### src/rtl/zero_branch_engine_if.sv
// Load and output channels of the zero-branch program engine.
// The engine takes the slave side: it receives instruction writes and
// drives the valid/ready output stream.
interface zero_branch_engine_if #(
  parameter int W  = 12,
  parameter int IA = 7,
  parameter int LA = 4
);
  localparam int IW = 4 + 1 + LA + W + IA;

  logic          load_valid;
  logic [IA-1:0] load_addr;
  logic [IW-1:0] load_data;
  logic          out_valid;
  logic          out_ready;
  logic [W-1:0]  out_data;

  modport master (
    output load_valid, load_addr, load_data, out_ready,
    input  out_valid, out_data
  );

  modport slave (
    input  load_valid, load_addr, load_data, out_ready,
    output out_valid, out_data
  );
endinterface

### src/rtl/zero_branch_engine.sv
// Loadable-program execution engine: one instruction per clock against a
// local register file, with a backpressured output stream, step-limit
// timeout and illegal-opcode detection.
// Instruction word layout: {op[3:0], bIsReg, a[LA-1:0], b[W-1:0], target[IA-1:0]}.
module zero_branch_engine #(
  parameter int MemoryElementWidth = 12,
  parameter int NLocal             = 16,
  parameter int NInstructions      = 128,
  parameter int MaxSteps           = 256,
  parameter int SignedCompare      = 0
) (
  input  logic                               clock,
  input  logic                               reset,
  zero_branch_engine_if.slave                bus,
  input  logic                               start,
  output logic                               busy,
  output logic                               finished,
  output logic [1:0]                         error,
  output logic [$clog2(NInstructions):0]     ip,
  output logic [$clog2(MaxSteps+1)-1:0]      steps
);

  localparam int W   = MemoryElementWidth;
  localparam int LA  = $clog2(NLocal);
  localparam int IA  = $clog2(NInstructions);
  localparam int IPW = IA + 1;
  localparam int SW  = $clog2(MaxSteps + 1);
  localparam int IW  = 4 + 1 + LA + W + IA;

  localparam logic [3:0] OpMov = 4'd1, OpAdd = 4'd2, OpSub = 4'd3, OpOut = 4'd4;
  localparam logic [3:0] OpJmp = 4'd5, OpJEq = 4'd6, OpJNe = 4'd7, OpJLt = 4'd8;
  localparam logic [3:0] OpJLe = 4'd9, OpJGt = 4'd10, OpJGe = 4'd11, OpJTrue = 4'd12;
  localparam logic [3:0] OpJFalse = 4'd13, OpHalt = 4'd14, OpIllegal = 4'd15;

  localparam logic [1:0] ErrNone = 2'd0, ErrTimeout = 2'd1, ErrIllegal = 2'd2;

  typedef enum logic [1:0] {Idle, Run, Stall, Done} engineState_t;

  engineState_t  state;
  logic          timeoutPend;
  logic [IW-1:0] imem   [NInstructions];
  logic [W-1:0]  locals [NLocal];

  logic [IW-1:0]        instr;
  logic [3:0]           op;
  logic                 bIsReg;
  logic [LA-1:0]        aIdx;
  logic [W-1:0]         bImm;
  logic [IA-1:0]        target;
  logic [W-1:0]         opA, opB, aluResult;
  logic signed [W-1:0]  opASigned, opBSigned;
  logic                 equal, lessThan, taken, writesLocal, offEnd, lastStep;
  logic [IPW-1:0]       ipSeq, ipTarget;
  logic [SW-1:0]        stepsInc;

  assign instr     = imem[ip[IA-1:0]];
  assign op        = instr[IW-1 -: 4];
  assign bIsReg    = instr[IW-5];
  assign aIdx      = instr[IA+W +: LA];
  assign bImm      = instr[IA +: W];
  assign target    = instr[IA-1:0];
  assign opA       = locals[aIdx];
  assign opB       = bIsReg ? locals[bImm[LA-1:0]] : bImm;
  assign opASigned = $signed(opA);
  assign opBSigned = $signed(opB);
  assign equal     = (opA == opB);
  assign lessThan  = (SignedCompare != 0) ? (opASigned < opBSigned) : (opA < opB);
  assign ipSeq     = ip + IPW'(1);
  assign ipTarget  = {1'b0, target};
  assign offEnd    = (ip >= IPW'(NInstructions));
  assign stepsInc  = steps + SW'(1);
  assign lastStep  = (stepsInc == SW'(MaxSteps));

  // Branch decision and register-file write value for the fetched instruction.
  always_comb begin
    taken       = 1'b0;
    aluResult   = opA;
    writesLocal = 1'b0;
    case (op)
      OpMov:    begin aluResult = opB;       writesLocal = 1'b1; end
      OpAdd:    begin aluResult = opA + opB; writesLocal = 1'b1; end
      OpSub:    begin aluResult = opA - opB; writesLocal = 1'b1; end
      OpJmp:    taken = 1'b1;
      OpJEq:    taken = equal;
      OpJNe:    taken = !equal;
      OpJLt:    taken = lessThan;
      OpJLe:    taken = lessThan || equal;
      OpJGt:    taken = !(lessThan || equal);
      OpJGe:    taken = !lessThan;
      OpJTrue:  taken = (opA != '0);
      OpJFalse: taken = (opA == '0);
      default:  taken = 1'b0;
    endcase
  end

  // Instruction memory write port; only accepted while no program is running.
  always_ff @(posedge clock) begin
    if (bus.load_valid && (state == Idle || state == Done))
      imem[bus.load_addr] <= bus.load_data;
  end

  // Control FSM with registered status, output channel and register file.
  always_ff @(posedge clock or posedge reset) begin
    if (reset) begin
      state         <= Idle;
      busy          <= 1'b0;
      finished      <= 1'b0;
      error         <= ErrNone;
      bus.out_valid <= 1'b0;
      bus.out_data  <= '0;
      ip            <= '0;
      steps         <= '0;
      timeoutPend   <= 1'b0;
      for (int i = 0; i < NLocal; i++) locals[i] <= '0;
    end else begin
      case (state)
        Idle, Done: begin
          if (start) begin
            state       <= Run;
            busy        <= 1'b1;
            finished    <= 1'b0;
            error       <= ErrNone;
            ip          <= '0;
            steps       <= '0;
            timeoutPend <= 1'b0;
            for (int i = 0; i < NLocal; i++) locals[i] <= '0;
          end
        end
        Run: begin
          if (offEnd) begin
            state    <= Done;
            busy     <= 1'b0;
            finished <= 1'b1;
            error    <= ErrNone;
          end else begin
            case (op)
              OpIllegal: begin
                // ip stays on the offending word; it is not counted as executed
                state    <= Done;
                busy     <= 1'b0;
                finished <= 1'b1;
                error    <= ErrIllegal;
              end
              OpHalt: begin
                // a halt on the final permitted step still ends cleanly
                steps    <= stepsInc;
                state    <= Done;
                busy     <= 1'b0;
                finished <= 1'b1;
                error    <= ErrNone;
              end
              OpOut: begin
                // the timeout is deferred until the word has been accepted
                steps         <= stepsInc;
                bus.out_data  <= opB;
                bus.out_valid <= 1'b1;
                timeoutPend   <= lastStep;
                state         <= Stall;
              end
              default: begin
                steps <= stepsInc;
                ip    <= taken ? ipTarget : ipSeq;
                if (writesLocal) locals[aIdx] <= aluResult;
                if (lastStep) begin
                  state    <= Done;
                  busy     <= 1'b0;
                  finished <= 1'b1;
                  error    <= ErrTimeout;
                end
              end
            endcase
          end
        end
        Stall: begin
          if (bus.out_ready) begin
            bus.out_valid <= 1'b0;
            ip            <= ipSeq;
            if (timeoutPend) begin
              state    <= Done;
              busy     <= 1'b0;
              finished <= 1'b1;
              error    <= ErrTimeout;
            end else begin
              state <= Run;
            end
          end
        end
        default: state <= Idle;
      endcase
    end
  end

endmodule
### src/flat_wrapper.sv
// flat-port wrapper written by rule: the top's interface ports become plain ports
module zero_branch_engine_flat 
#(
  parameter int MemoryElementWidth = 12,
  parameter int NLocal             = 16,
  parameter int NInstructions      = 128,
  parameter int MaxSteps           = 256,
  parameter int SignedCompare      = 0
)
  (clock, reset, start, busy, finished, error, ip, steps, bus_load_valid, bus_load_addr, bus_load_data, bus_out_ready, bus_out_valid, bus_out_data);
  zero_branch_engine_if bus_i ();
  input  logic clock;
  input  logic reset;
  input  logic start;
  output logic busy;
  output logic finished;
  output logic [1:0] error;
  output logic [$clog2(NInstructions):0] ip;
  output logic [$clog2(MaxSteps+1)-1:0] steps;
  input wire logic [$bits(bus_i.load_valid)-1:0] bus_load_valid;
  input wire logic [$bits(bus_i.load_addr)-1:0] bus_load_addr;
  input wire logic [$bits(bus_i.load_data)-1:0] bus_load_data;
  input wire logic [$bits(bus_i.out_ready)-1:0] bus_out_ready;
  output wire logic [$bits(bus_i.out_valid)-1:0] bus_out_valid;
  output wire logic [$bits(bus_i.out_data)-1:0] bus_out_data;
  assign bus_i.load_valid = bus_load_valid;
  assign bus_i.load_addr = bus_load_addr;
  assign bus_i.load_data = bus_load_data;
  assign bus_i.out_ready = bus_out_ready;
  assign bus_out_valid = bus_i.out_valid;
  assign bus_out_data = bus_i.out_data;
  zero_branch_engine #(.MemoryElementWidth(MemoryElementWidth), .NLocal(NLocal), .NInstructions(NInstructions), .MaxSteps(MaxSteps), .SignedCompare(SignedCompare)) u_core (.clock(clock), .reset(reset), .bus(bus_i), .start(start), .busy(busy), .finished(finished), .error(error), .ip(ip), .steps(steps));
endmodule
### config.mk
export PLATFORM = sky130hd
export DESIGN_NAME = zero_branch_engine_flat
export DESIGN_NICKNAME = d
export VERILOG_FILES = /design/src/rtl/zero_branch_engine_if.sv /design/src/rtl/zero_branch_engine.sv /design/src/flat_wrapper.sv
export SDC_FILE = /design/constraint.sdc
export NUM_CORES = 2
export LEC_CHECK = 0
export CORE_MARGIN = 4
export CORE_UTILIZATION = 60
export CTS_CLUSTER_DIAMETER = 120
export CTS_CLUSTER_SIZE = 25
export DETAILED_ROUTE_END_ITERATION = 8
export GPL_ROUTABILITY_DRIVEN = 0
export PLACE_DENSITY = 0.84
export REMOVE_ABC_BUFFERS = 1
export SYNTH_ARGS = -nofsm -noshare
export SYNTH_HDL_FRONTEND = slang
export SYNTH_SLANG_ARGS = --single-unit
### constraint.sdc
create_clock -name clock -period 11.3 [get_ports clock]
set_input_delay 2.825 -clock clock [delete_from_list [all_inputs] [get_ports clock]]
set_output_delay 2.825 -clock clock [all_outputs]
set_load 0.1 [all_outputs]
==> qor.yml <==
ctsHoldBuffers: 0
worst_pin_slew_ns: 1.61
yosys_warnings: 0
grt_use_total_pct: 35.3
most-common-layout-cells: "edfxtp_1, mux4_2, buf_4"
worstSetupPathType: "reg -> reg"
clk_path_buf_depth: 3
ioPinCount: 74
power_frac_clock_pct: 18.9
core-area_um2: 249000
power_frac_comb_pct: 38.2
yosys.cell_types.count: 79
p_leak_nw: 49.1
maxCapViolCount: 2
drive_gt1_share_pct: 26.4
status: "finished with violations"
grt_pass1_vias: 80300
power.switching_mw: 13.7
relSlewSlack_pct: -8.03
cts_sinks: 3813
dp_worst_setup_slack_ns: 1.66
final-setup-viol-count: 0
synth_area_per_cell_um2: 22.1
die_area_um2: 259000
die_w_um: 509
gr-total-overflow: 0
via_per_inst: 7.90
hp-class: "reg -> reg"
p_int_mw: 23.7
cp-start-kind: "flop"
ys_ff_latch: 3813
power_frac_seq_pct: 42.8
tns_ns: 0
synth_seq_area_share_pct: 75.3
hold_slack_ns: 0.511
firstDrtPassIters: 9
finalNonFillerCells: 10300
cts_root_buf: "clkbuf_16"
start_util_pct: 60.5
clock-skew-final_ns: 0.0929
crit_required_ns: 12.08
placed_cell_area_um2: 157000
dp_cells: 10100
finalInstanceArea_um2: 161000
wl_per_cell_um: 43.8
layout.nets: 6985
violations: "design-rule violations, max-capacitance violations, max-slew violations"
numCtsBuffers: 170
ant_nets: 0
wl_um: 452000
clk_transition_reported_paths_ns: 0.11
finalCritPeriodShare_pct: 95.3
async_flop_share_pct: 6.01
path_max_fanout: 102
max_freq_mhz: 92.9
netSwitchingFraction_pct: 36.7
min_period_ns: 10.77
antenna_found_initial: 62
fin_ws_ns: 0.531
p_total_mw: 37.4
chipHeight_um: 509
drc: 114
utilization_pct: 64.8
hold_viol: 0
cts_setup_buffers: 0
arrival_ns: 11.55
grt_max_degree: 144
synthCells: 6824
ir_drop_v: 0.000402
clk-insertion-delay-late_ns: 0.94
grt_pass1_wl_um: 631000
fp-row-count: 183
layout_commonest_cell: "edfxtp_1"
tritoncts: "built"
power.density_nw_per_um2: 232
post_cts_resize_count: 0
place_hpwl_um: 244000
synth_edf_count: 3584
via_count: 81500
grt_setup_unrepaired: "no"
worstSetupEndpointType: "flop"
synthFlopType: "edfxtp_1"
drtIter0Drc: 17400
numPortBuffers: 73
cts_max_level: 4
drv_slew: 34
syn-cell-area_um2: 151000
synthToLayoutAreaGrowth_pct: 7.13
critical path, cell delays in order (launching register included):
cell	delay, ns
dfrtp_4	1.18
buf_12	0.54
buf_12	0.72
mux4_2	0.67
a22oi_1	0.12
a21oi_1	1.16
o21ai_0	0.31
and3_1	0.53
nor2_1	0.97
a22oi_1	0.20
and3_1	0.30
ha_1	0.24
fa_1	0.45
o21bai_1	0.18
a21oi_1	0.12
o21bai_1	0.14
a21oi_1	0.11
o21bai_1	0.13
a21oi_1	0.11
o21ai_0	0.52
mux2i_1	0.21
nand2_1	0.13
o21ai_0	0.09
a311o_1	0.37
nor2_4	0.37
mux2i_1	0.49
o21ai_1	0.13
cells in the mapped netlist, types with 10 or more instances:
cell type	count	area [um^2]
o21ai_1	34	170
o21bai_1	16	120
buf_2	126	631
inv_1	43	161
mux2i_1	191	1910
mux4_2	1142	25700
xnor2_1	12	105
nor2b_1	27	169
a22oi_1	23	173
dfrtp_1	229	5730
nor2_2	11	68.8
mux2_2	62	698
a211oi_1	46	345
nand2_1	240	901
nand3_1	32	160
a221oi_1	10	87.6
ha_1	29	363
a21oi_1	68	340
a22o_1	146	1280
clkbuf_1	169	634
nand2b_1	12	75.1
buf_6	10	113
and2_1	12	75.1
buf_1	59	221
o211ai_1	26	195
nor3_1	20	100
o22ai_1	15	93.8
edfxtp_1	3584	108000
nor2_1	187	702
buf_4	23	173
o21ai_0	98	490
cell type report:
cell class	instances	area, um^2
sequential	3813	113000
clock buffer	199	4470
tap	3330	4170
multi-input combinational	2574	36400
timing repair buffer	305	2560
clock inverter	9	106
fill	14600	87800
antenna	36	90.1
inverter	50	204
kinds of logic after synthesis:
kind of cell | share of synthesized area [%]
and+or+nand+nor | 1.75
adders and majority gates | 0.267
buffers and inverters | 1.30
xor gates and xnor gates | 0.0756
DFF | 75.3
AOI/OAI and AO/OA | 2.51
muxes | 18.8
path summary, 6_finish.rpt:
path,startpoint,cells after the start,endpoint,slack [ns]
worst max-delay path,u_core.ip[0],26,u_core.ip[1],0.53
worst min-delay path,u_core.error[1],2,u_core.error[1],0.51
worst max register to register,u_core.ip[0],26,u_core.ip[1],0.53
worst min register to register,u_core.error[1],2,u_core.error[1],0.51
max in group asynchronous,reset,3,u_core.locals[122],7.42
min in group asynchronous,reset,2,u_core.finished,2.39
flip-flops by register name, summed over array words and instances (netlist names), 2 cells and up:
| name | flops |
|---|---|
| u_core.imem | 3584 |
| u_core.locals | 192 |
| u_core.bus.out_data | 12 |
| u_core.steps | 9 |
| u_core.ip | 8 |
| u_core.error | 2 |
| u_core.state | 2 |
routing by layer:
| metal | up-vias | share of wire [%] | track usage [%] |
|---|---|---|---|
| li1 | 28700 | - | - |
| met1 | 41100 | 30 | 44.3 |
| met3 | 2372 | 15 | 11.9 |
| met2 | 9310 | 46 | 53.4 |
| met4 | 36 | 8.6 | 22.3 |
| met5 | - | 0.11 | 0.648 |
power by group through the flow:
stage               Clock [mW]  Sequential (mW)  Combinational (mW)
global route              7.64             16.0                14.6
floorplan                    0             17.0                9.22
CTS                       7.02             16.0                13.6
detailed placement           0             16.3                13.4
global placement             0             16.3                12.9
finish                    7.07             16.0                14.3
No activity file was read; power rests on OpenSTA's default activity.
